## src/rtl/edf_claim_arbiter.sv

```systemverilog
// ---------------------------------------------------------------------------
// edf_claim_arbiter
//
// Consumer side of the EDF interrupt-controller gateway interface. A single
// comparator sweeps the NrSrc gateway cells one per cycle, tracking the
// pending source with the earliest absolute deadline. At the end of every
// sweep the winner is committed and presented to the core as one interrupt
// request. When the core acknowledges, a one-cycle claim pulse goes back to
// the winning gateway cell.
//
// Parameters
//   NrSrc    number of gateway cells / interrupt sources (>= 2)
//   TsWidth  deadline width in bits (<= 64, must match the gateway cells)
//   IdWidth  derived width of a source index
//
// Ports
//   clk_i      in   clock
//   rst_ni     in   asynchronous active-low reset
//   mtime_i    in   platform timer (only used for deadline-miss detection)
//   ip_i       in   pending flag per gateway cell
//   dl_i       in   deadlines, source k at [k*TsWidth +: TsWidth]
//   claim_o    out  one-hot claim pulse back to the gateway cells
//   irq_o      out  interrupt request to the core
//   irq_id_o   out  index of the selected source
//   irq_dl_o   out  deadline of the selected source
//   irq_ack_i  in   core acknowledge, honoured only while irq_o = 1
//   dl_miss_o  out  selected deadline has already passed
//
// Configuration
//   EDF_IC_DL_MISS_EN  when defined, dl_miss_o is a registered comparison of
//                      mtime_i against the selected deadline. When undefined,
//                      dl_miss_o is tied low and mtime_i is ignored.
// ---------------------------------------------------------------------------
module edf_claim_arbiter #(
    parameter int unsigned NrSrc   = 8,
    parameter int unsigned TsWidth = 64,
    localparam int unsigned IdWidth = $clog2(NrSrc)
) (
    input  logic                       clk_i,
    input  logic                       rst_ni,
    input  logic [63:0]                mtime_i,
    input  logic [NrSrc-1:0]           ip_i,
    input  logic [NrSrc*TsWidth-1:0]   dl_i,
    output logic [NrSrc-1:0]           claim_o,
    output logic                       irq_o,
    output logic [IdWidth-1:0]         irq_id_o,
    output logic [TsWidth-1:0]         irq_dl_o,
    input  logic                       irq_ack_i,
    output logic                       dl_miss_o
);

    // FSM encoding
    localparam logic [0:0] StSweep = 1'b0;
    localparam logic [0:0] StClaim = 1'b1;

    localparam logic [IdWidth-1:0] LastIdx = IdWidth'(NrSrc - 1);

    // -----------------------------------------------------------------------
    // State
    // -----------------------------------------------------------------------
    logic [0:0]         state_q, state_d;
    logic [IdWidth-1:0] idx_q, idx_d;

    // Running candidate of the current sweep
    logic               cand_valid_q, cand_valid_d;
    logic [IdWidth-1:0] cand_id_q, cand_id_d;
    logic [TsWidth-1:0] cand_dl_q, cand_dl_d;

    // Committed selection presented to the core
    logic               sel_valid_q, sel_valid_d;
    logic [IdWidth-1:0] sel_id_q, sel_id_d;
    logic [TsWidth-1:0] sel_dl_q, sel_dl_d;

    logic [NrSrc-1:0]   claim_q, claim_d;

    // -----------------------------------------------------------------------
    // Source under inspection this cycle
    // -----------------------------------------------------------------------
    logic [TsWidth-1:0] dl_arr [NrSrc];

    for (genvar k = 0; k < NrSrc; k++) begin : g_dl
        assign dl_arr[k] = dl_i[k*TsWidth +: TsWidth];
    end

    logic               cur_ip;
    logic [TsWidth-1:0] cur_dl;
    logic               take;
    logic               scan_valid;
    logic [IdWidth-1:0] scan_id;
    logic [TsWidth-1:0] scan_dl;
    logic               ack_fire;

    assign cur_ip = ip_i[idx_q];
    assign cur_dl = dl_arr[idx_q];

    // Strict less-than: on equal deadlines the earlier (lower-index) candidate stays.
    assign take = cur_ip && (!cand_valid_q || (cur_dl < cand_dl_q));

    // Candidate including the current source; used both to advance and to commit.
    assign scan_valid = cand_valid_q | take;
    assign scan_id    = take ? idx_q  : cand_id_q;
    assign scan_dl    = take ? cur_dl : cand_dl_q;

    assign ack_fire = irq_ack_i && sel_valid_q;

    // -----------------------------------------------------------------------
    // Next-state logic
    // -----------------------------------------------------------------------
    always_comb begin
        state_d      = state_q;
        idx_d        = idx_q;
        cand_valid_d = cand_valid_q;
        cand_id_d    = cand_id_q;
        cand_dl_d    = cand_dl_q;
        sel_valid_d  = sel_valid_q;
        sel_id_d     = sel_id_q;
        sel_dl_d     = sel_dl_q;
        claim_d      = '0;

        case (state_q)
            StSweep: begin
                if (ack_fire) begin
                    // Acknowledge wins over a commit in the same cycle; the
                    // sweep restarts once the gateway has dropped its flag.
                    claim_d      = {{(NrSrc-1){1'b0}}, 1'b1} << sel_id_q;
                    sel_valid_d  = 1'b0;
                    state_d      = StClaim;
                    idx_d        = '0;
                    cand_valid_d = 1'b0;
                end else if (idx_q == LastIdx) begin
                    sel_valid_d = scan_valid;
                    if (scan_valid) begin
                        sel_id_d = scan_id;
                        sel_dl_d = scan_dl;
                    end
                    idx_d        = '0;
                    cand_valid_d = 1'b0;
                end else begin
                    idx_d        = idx_q + IdWidth'(1);
                    cand_valid_d = scan_valid;
                    cand_id_d    = scan_id;
                    cand_dl_d    = scan_dl;
                end
            end

            StClaim: begin
                // One idle cycle so the claimed gateway's registered ip clears
                // before the next sweep samples it.
                state_d      = StSweep;
                idx_d        = '0;
                cand_valid_d = 1'b0;
            end

            default: begin
                state_d      = StSweep;
                idx_d        = '0;
                cand_valid_d = 1'b0;
            end
        endcase
    end

    // -----------------------------------------------------------------------
    // Registers
    // -----------------------------------------------------------------------
    always_ff @(posedge clk_i or negedge rst_ni) begin
        if (!rst_ni) begin
            state_q      <= StSweep;
            idx_q        <= '0;
            cand_valid_q <= 1'b0;
            cand_id_q    <= '0;
            cand_dl_q    <= '0;
            sel_valid_q  <= 1'b0;
            sel_id_q     <= '0;
            sel_dl_q     <= '0;
            claim_q      <= '0;
        end else begin
            state_q      <= state_d;
            idx_q        <= idx_d;
            cand_valid_q <= cand_valid_d;
            cand_id_q    <= cand_id_d;
            cand_dl_q    <= cand_dl_d;
            sel_valid_q  <= sel_valid_d;
            sel_id_q     <= sel_id_d;
            sel_dl_q     <= sel_dl_d;
            claim_q      <= claim_d;
        end
    end

    // -----------------------------------------------------------------------
    // Deadline-miss flag
    // -----------------------------------------------------------------------
`ifdef EDF_IC_DL_MISS_EN
    logic dl_miss_q, dl_miss_d;

    always_comb begin
        dl_miss_d = 1'b0;
        if (!ack_fire) begin
            dl_miss_d = sel_valid_q && (mtime_i[TsWidth-1:0] > sel_dl_q);
        end
    end

    always_ff @(posedge clk_i or negedge rst_ni) begin
        if (!rst_ni) begin
            dl_miss_q <= 1'b0;
        end else begin
            dl_miss_q <= dl_miss_d;
        end
    end

    assign dl_miss_o = dl_miss_q;
`else
    logic unused_mtime;
    assign unused_mtime = ^mtime_i;
    assign dl_miss_o    = 1'b0;
`endif

    // -----------------------------------------------------------------------
    // Outputs
    // -----------------------------------------------------------------------
    assign irq_o    = sel_valid_q;
    assign irq_id_o = sel_id_q;
    assign irq_dl_o = sel_dl_q;
    assign claim_o  = claim_q;

endmodule
```

## config.mk

```make
export PLATFORM = sky130hd
export DESIGN_NAME = edf_claim_arbiter
export DESIGN_NICKNAME = d
export VERILOG_FILES = /design/src/rtl/edf_claim_arbiter.sv
export SDC_FILE = /design/constraint.sdc
export NUM_CORES = 1
export LEC_CHECK = 0
export ABC_AREA = 0
export CORE_AREA = 2 2 256 258
export DETAILED_ROUTE_END_ITERATION = 16
export DIE_AREA = 0 0 258 260
export MAX_ROUTING_LAYER = met4
export PLACE_DENSITY = 0.45
export SLEW_MARGIN = 20
export SYNTH_ARGS = -nofsm -noshare
export SYNTH_HDL_FRONTEND = slang
export SYNTH_SLANG_ARGS = --single-unit
```

## constraint.sdc

```tcl
create_clock -name clk_i -period 4.14 [get_ports clk_i]
set_input_delay 1.035 -clock clk_i [delete_from_list [all_inputs] [get_ports clk_i]]
set_output_delay 1.035 -clock clk_i [all_outputs]
set_load 0.005 [all_outputs]
```

==> flow_metrics.tcl, run 1 <==
set metrics [dict create \
    cts_tree "done" \
    status "finished, violations left" \
    grt.overflow.total 0 \
    layout_commonest_cell "clkdlybuf4s50_1" \
    wl_per_cell_um 20.6 \
    finalSetupViolCount 132 \
    synth_nets 1611 \
    rsz0062_at_grt "yes" \
    die_x_um 258 \
    clockPowerShare 0.093 \
    max_cap_violations 0 \
    pwr-share-comb 0.758 \
    initial_utilization 0.181 \
    rows 93 \
    grt_pass1_wl_um 73700 \
    ys_types 45 \
    synthCells 959 \
    ant_nets 0 \
    drive_above_1_share 0.324 \
    fill_cells 6409 \
    r2r_cells 18 \
    max_freq_ghz 0.230 \
    yosysSeqAreaShare 0.319 \
    multi_input_area_sq_um 7920 \
    routed-via-count 11062 \
    area_growth_pct 85.5 \
    synth.yosys.warnings 0 \
    hold-worst-slack_ns 0.460 \
    drc 0 \
    hold_viol 0 \
    drtPass1Iterations 4 \
    netlist_area_sq_um 11600 \
    p_switching_mw 6.69 \
    avgSynthCellArea_sq_um 12.1 \
    core_sq_um 64100 \
    powerDensity_nw_per_um2 796 \
    yosys.area_share.xor_xnor 0 \
    min_period_ns 4.35 \
    die_h_um 260 \
    yosys.area_share.simple 0.0841 \
    io_pins 664 \
    clock_latency_ns 0.45 \
    antenna_found_initial 2 \
    cts_made_buffers 17 \
    final_cell_mix "clkdlybuf4s50_1, dfrtp_1, buf_4" \
    leakage_nw 8.95 \
    grt_pass1_vias 11839 \
    worstPathRequired_ns 4.48 \
    crit_type "primary input to flip-flop" \
    setup.worst_path.end_class "flip-flop" \
    dp_hpwl_um 39200 \
    placedCellCount 2476 \
    r2r_setup_slack_ns -0.14 \
    hold_buffers 0 \
    final_nets 2332 \
    regArea_sq_um 3710 \
    seqPwrFrac 0.149 \
    ir_worst_vdd_uv 433 \
    place_congestion 0.854 \
    min_path_type "primary input to asynchronous set/reset pin" \
    violations "setup timing" \
    clock_skew_ns 0.00999 \
    worstPathMaxFanout 5 \
    grt_max_degree 97 \
    h-tree-depth 4 \
    p_int_mw 10.5 \
    grt_usage 0.151 \
    synth_seq_cells 148 \
    dieArea_sq_um 67100 \
    cts.path.max_buffers 2 \
    slew_viol_final 0 \
    synthMuxAreaShare 0.393 \
    worst_slack_ns -0.211 \
    cp.arrival_ns 4.69 \
    cts.clk_slew.worst_paths_ns 0.06 \
    synth-compound-area-share 0.0774 \
    swShare 0.390 \
    cts_root_buffer "clkbuf_16" \
    start_kind "primary input" \
    drt-total-wl_um 52500 \
    vias_per_cell 4.34 \
    utilization 0.336 \
    instances_no_fill 2550 \
    place.port_buffers 598 \
    period_share 1.05 \
    synth_adder_area_share 0.0700 \
    synth_top_family_by_area "multiplexers" \
    drt_iter0_drc 497 \
    cts.sinks 148 \
]
power groups by stage:
stage | clock network, mW | registers, mW | logic, mW
detailed placement | 0 | 2.58 | 10.6
global placement | 0 | 2.55 | 10.6
CTS | 1.66 | 2.57 | 12.0
global route | 1.72 | 2.66 | 14.1
floorplan | 0 | 2.46 | 6.23
finish | 1.59 | 2.56 | 13.0
kinds of logic (layout without fill, tap and decap cells):
group | count (synthesis) | in the layout
mux | 265 | 265
simple gates | 213 | 213
flops | 148 | 148
buf+inv | 148 | 882
compound gates | 119 | 119
fa+ha+maj | 65 | 65
other cells | 1 | 3
path summary, 6_finish.rpt:
check,to,start
min in group clk_i,irq_dl_o[31]$_DFFE_PN0P_,irq_dl_o[31]$_DFFE_PN0P_
max reg2reg,cand_dl_q[12]$_DFFE_PN0P_,idx_q[0]$_DFF_PN0_
min reg2reg,irq_dl_o[31]$_DFFE_PN0P_,irq_dl_o[31]$_DFFE_PN0P_
max,cand_dl_q[12]$_DFFE_PN0P_,dl_i[433]
min,irq_dl_o[54]$_DFFE_PN0P_,rst_ni
max in group asynchronous,cand_dl_q[44]$_DFFE_PN0P_,rst_ni
registers in the layout, indices dropped and copies added, names as in the netlist:
signal,flops
cand_dl_q,64
cand_id_q,3
cand_valid_q,1
claim_o,8
idx_q,3
irq_dl_o,64
irq_id_o,3
irq_o,1
state_q,1
synth_stat cells, drive strengths merged:
cell type  number  share of area
dfrtp         148           0.32
mux2          131           0.14
mux4          130           0.25
nand2          89          0.029
nand3          73          0.031
inv            66          0.021
ha             65          0.070
o311ai         63          0.047
clkbuf         45          0.015
buf            37          0.021
a21oi          25          0.011
nor2           22         0.0071
o21ai          10         0.0043
nand4           9         0.0048
and4            4         0.0030
mux2i           4         0.0045
nand2b          4         0.0028
nor3            4         0.0017
a221oi          3         0.0023
o21a            3         0.0019
o221ai          3         0.0023
a2111oi         2         0.0016
a21o            2         0.0013
and2            2         0.0011
and3            2         0.0011
a211o           1        0.00075
a211oi          1        0.00065
a22oi           1        0.00065
a31oi           1        0.00054
conb            1        0.00032
nand3b          1        0.00065
nor4            1        0.00054
o2111ai         1        0.00075
o211ai          1        0.00065
o221a           1        0.00097
o22ai           1        0.00054
or2             1        0.00054
or3             1        0.00054
repair_timing:
item,CTS,global route
gates resized for setup,142,110
cloned,3,7
buffers inserted,18,11
endpoints found under the setup margin,134,134
pin swaps,27,6
area by class of cell:
class,instances,area share
clock inverters,13,0.00621
multi-input cells,663,0.367
diodes,2,0.000232
clock buffers,19,0.0210
inverters,66,0.0115
flip-flops and latches,148,0.172
well taps,855,0.0496
repair buffers,784,0.372
metrics by stage:
step	cell area (sq um)	setup slack (ns)	TNS [ns]	power, mW
after floorplan	11600	0.00316	0	8.69
after global routing	21600	-0.295	-30.16	18.5
after detailed placement	19600	-1.49	-183.09	13.2
after global placement	19600	-1.51	-185.36	13.1
final	21600	-0.211	-18.10	17.2
after CTS	20900	-0.251	-23.97	16.2
critical path, cell delays in order:
cell             delay [ns]
clkdlybuf4s50_1        0.39
mux4_2                 0.45
mux2_4                 0.30
ha_4                   0.27
nand4_1                0.16
nor4_4                 0.32
buf_4                  0.15
and3_4                 0.19
and3_4                 0.25
o2111ai_4              0.15
and4_4                 0.21
nand2b_4               0.11
buf_12                 0.16
buf_12                 0.12
buf_8                  0.11
mux2_4                 0.30
routing by layer:
metal  vias up  track usage  routed length [um]  part of all wire
li1       5196            -                   -                 -
met1      5548        0.179               21600              0.41
met2       289        0.265               28200              0.54
met3        29       0.0276                2010             0.038
met4         0       0.0321                 620             0.012
met5         -            -                   0                 0
(Power assumes the default switching activity.)
==> run 2, diff against run 1 <==
ABC_AREA = 1   (was 0)
CORE_AREA = 2 2 258 260   (was 2 2 256 258)
DIE_AREA = 0 0 260 262   (was 0 0 258 260)
PLACE_DENSITY = 0.46   (was 0.45)
==> run 2 against run 1 <==
  * The run now ends clean
  * Fmax increased by 11%
  * Sequential share of layout area fell by 0.28 points
  * First-iteration DRC count up 110%
  * Cell count grew 39%
  * Setup slack gained 0.43 ns
  * Sequential power about the same
  * Die area is 1.6% higher
  * Clock power hardly changed
  * Clock skew up 0.0025 ns
  * Clock-buffer cell count shrank 2
  * Largest cell class unchanged
  * Highest routed layer unchanged
==> flow_metrics.tcl, run 2 <==
set metrics [dict create \
    grt_max_degree 95 \
    synth_top_area_cell "dfrtp_1" \
    leakage_nw 10.1 \
    clock_latency_ns 0.47 \
    final_nets 3319 \
    die_h_um 262 \
    final_cell_mix "clkdlybuf4s50_1, nand2_1, nor2_1" \
    avgSynthCellArea_sq_um 6.18 \
    ir_worst_vdd_uv 391 \
    max_freq_ghz 0.255 \
    max_cap_violations 0 \
    min_path_type "flip-flop to flip-flop" \
    die_x_um 260 \
    grt.overflow.total 0 \
    synth_common_cells "nand2_1, o21ai_0, nor2_1, nand3_1, inv_1" \
    cts_tree "done" \
    hold_viol 0 \
    clock_skew_ns 0.0124 \
    ys.flop_type "dfrtp_1" \
    h-tree-depth 4 \
    instances_no_fill 3545 \
    min-delay-start "irq_dl_o[50]$_DFFE_PN0P_" \
    worstPathMaxFanout 8 \
    fill_cells 6941 \
    pwr-share-comb 0.787 \
    initial_utilization 0.193 \
    drt-total-wl_um 66500 \
    swShare 0.507 \
    layout_commonest_cell "clkdlybuf4s50_1" \
    grt_pass1_wl_um 92300 \
    ys_types 34 \
    r2r_cells 25 \
    critPathTopFamily "simple AND/OR/NAND/NOR gates" \
    yosysSeqAreaShare 0.294 \
    final.setup.tns_ns 0 \
    p_int_mw 9.66 \
    worstPathRequired_ns 4.49 \
    rows 94 \
    synth_edf_count 0 \
    synthTopCellsByArea "dfrtp_1, nand2_1, o21ai_0" \
    yosysMostFrequentCell "nand2_1" \
    vias_per_cell 4.57 \
    worst-path-buf-inv 7 \
    antenna_found_initial 3 \
    max_stage_delay_ns 0.41 \
    cts.sinks 148 \
    max-slew-margin-rel 0.350 \
    place_congestion 0.885 \
    reg2reg_from "idx_q[0]$_DFF_PN0_" \
    synth_nets 2688 \
    max_slew.worst_pin.slew_ns 0.975 \
    crit_type "primary input to flip-flop" \
    drt_iter0_drc 1029 \
    cts.path.max_buffers 2 \
    min_period_ns 3.92 \
    grt_usage 0.182 \
    place.port_buffers 598 \
    io_pins 664 \
    finalSetupViolCount 0 \
    clockPowerShare 0.083 \
    placedCellCount 3475 \
    drc 0 \
    synth.yosys.warnings 0 \
    cts_root_buffer "clkbuf_16" \
    wl_per_cell_um 18.7 \
    routed-via-count 16205 \
    multi_input_area_sq_um 7710 \
    r2r_end "cand_dl_q[59]$_DFFE_PN0P_" \
    synth_seq_cells 148 \
    hold_path_depth 2 \
    powerDensity_nw_per_um2 895 \
    p_switching_mw 9.94 \
    synthCells 2036 \
    dieArea_sq_um 68100 \
    setup.worst_path.end_class "flip-flop" \
    period_share 0.947 \
    cpMaxStageDelayCell "clkdlybuf4s50_1" \
    dp_hpwl_um 44600 \
    cp_num_cells 25 \
    cts_made_buffers 17 \
    grt_pass1_vias 15790 \
    regArea_sq_um 3710 \
    whs_endpoint "irq_dl_o[50]$_DFFE_PN0P_" \
    yosysTopAreaCellShare 0.294 \
    r2r_setup_slack_ns 0.26 \
    cp.arrival_ns 4.27 \
    core_sq_um 65300 \
    drtPass1Iterations 5 \
    area_growth_pct 73.9 \
    cts.clk_slew.worst_paths_ns 0.07 \
    ant_nets 0 \
    start_kind "primary input" \
    async_reset_ff_frac 1.00 \
    crit_top_cell "nand2_4" \
    drive_above_1_share 0.100 \
    status "completed" \
    netlist_area_sq_um 12600 \
    seqPwrFrac 0.131 \
    slew_viol_final 0 \
]
==> run 2: cells by family after synthesis <==
family,after synthesis,share of synthesized area
compound gates,497,0.213
buf+inv,365,0.116
flops,148,0.294
fa+ha+maj,65,0.0646
other cells,1,0.000298
simple gates,960,0.311
==> run 2: power groups by stage <==
| stage | Combinational (mW) | Clock (mW) | Sequential (mW) |
|---|---|---|---|
| 4_1_cts | 14.5 | 1.67 | 2.57 |
| 5_1_grt | 17.2 | 1.73 | 2.64 |
| 6_report | 15.4 | 1.62 | 2.56 |
| 3_3_place_gp | 12.6 | 0 | 2.57 |
| 3_5_place_dp | 12.8 | 0 | 2.58 |
| 2_1_floorplan | 7.66 | 0 | 2.51 |
==> run 2: repair_timing <==
| action | CTS | global route |
|---|---|---|
| buffers inserted | 8 | 11 |
| cloned | 8 | 12 |
| hold buffers | 0 | 0 |
| endpoints found under the setup margin | 134 | 134 |
| pin swaps | 14 | 14 |
| hold endpoints to repair | 0 | 0 |
| gates resized for setup | 58 | 59 |
==> run 2: how the worst max path moves through the flow <==
| stage | start | to |
|---|---|---|
| 5_1_grt | dl_i[191] | cand_dl_q[52]$_DFFE_PN0P_ |
| 3_5_place_dp | dl_i[510] | irq_dl_o[28]$_DFFE_PN0P_ |
| 3_3_place_gp | dl_i[510] | irq_dl_o[28]$_DFFE_PN0P_ |
| 2_1_floorplan | idx_q[0]$_DFF_PN0_ | irq_dl_o[17]$_DFFE_PN0P_ |
| 6_report | dl_i[191] | cand_dl_q[59]$_DFFE_PN0P_ |
| 4_1_cts | idx_q[0]$_DFF_PN0_ | cand_dl_q[59]$_DFFE_PN0P_ |
==> run 2: metrics by stage <==
step / setup WS [ns] / util / area, sq um / total power, mW / hold slack (ns)
2_1_floorplan: 0.800 / - / 12600 / 10.2 / 0.449
3_3_place_gp: -0.875 / 0.310 / 20200 / 15.2 / 0.462
3_5_place_dp: -0.853 / 0.310 / 20200 / 15.4 / 0.465
4_1_cts: 0.0108 / 0.327 / 21300 / 18.8 / 0.482
5_1_grt: -0.0194 / 0.335 / 21900 / 21.6 / 0.493
6_report: 0.221 / 0.335 / 21900 / 19.6 / 0.479
==> run 2: area by class of cell <==
cell class                 count  share of cell area
tap                          864              0.0494
clock inverter                15             0.00749
sequential                   148               0.170
multi-input combinational   1523               0.352
inverter                     216              0.0386
timing repair buffer         759               0.362
timing repair inverter         2             0.00103
antenna                        1            0.000114
clock buffer                  17              0.0194
==> run 2: worst register-to-register path, cell delays in order (launching register included) <==
cell and delay (ns):
dfrtp_4 0.54, buf_4 0.16, clkbuf_16 0.17, buf_4 0.20, o21ai_0 0.18, o22ai_1 0.09
nand2_1 0.06, o21ai_1 0.08, buf_4 0.15, ha_1 0.30, nand2_1 0.11, nor4b_4 0.31
buf_4 0.19, nand2_4 0.05, nor4_2 0.13, buf_4 0.16, nand2_4 0.06, nand2_4 0.08
nand2_4 0.08, nand2_8 0.09, buf_12 0.12, buf_12 0.11, buf_16 0.15, nand2_2 0.06
nand3_1 0.06, nand2_1 0.08
==> run 2: per-layer routing <==
layer | vias to the layer above | GRT usage | part of all wire
met5 | - | - | 0
met4 | 0 | 0.0471 | 0.020
met3 | 64 | 0.0330 | 0.059
met2 | 536 | 0.313 | 0.49
met1 | 7596 | 0.219 | 0.43
li1 | 8009 | - | -
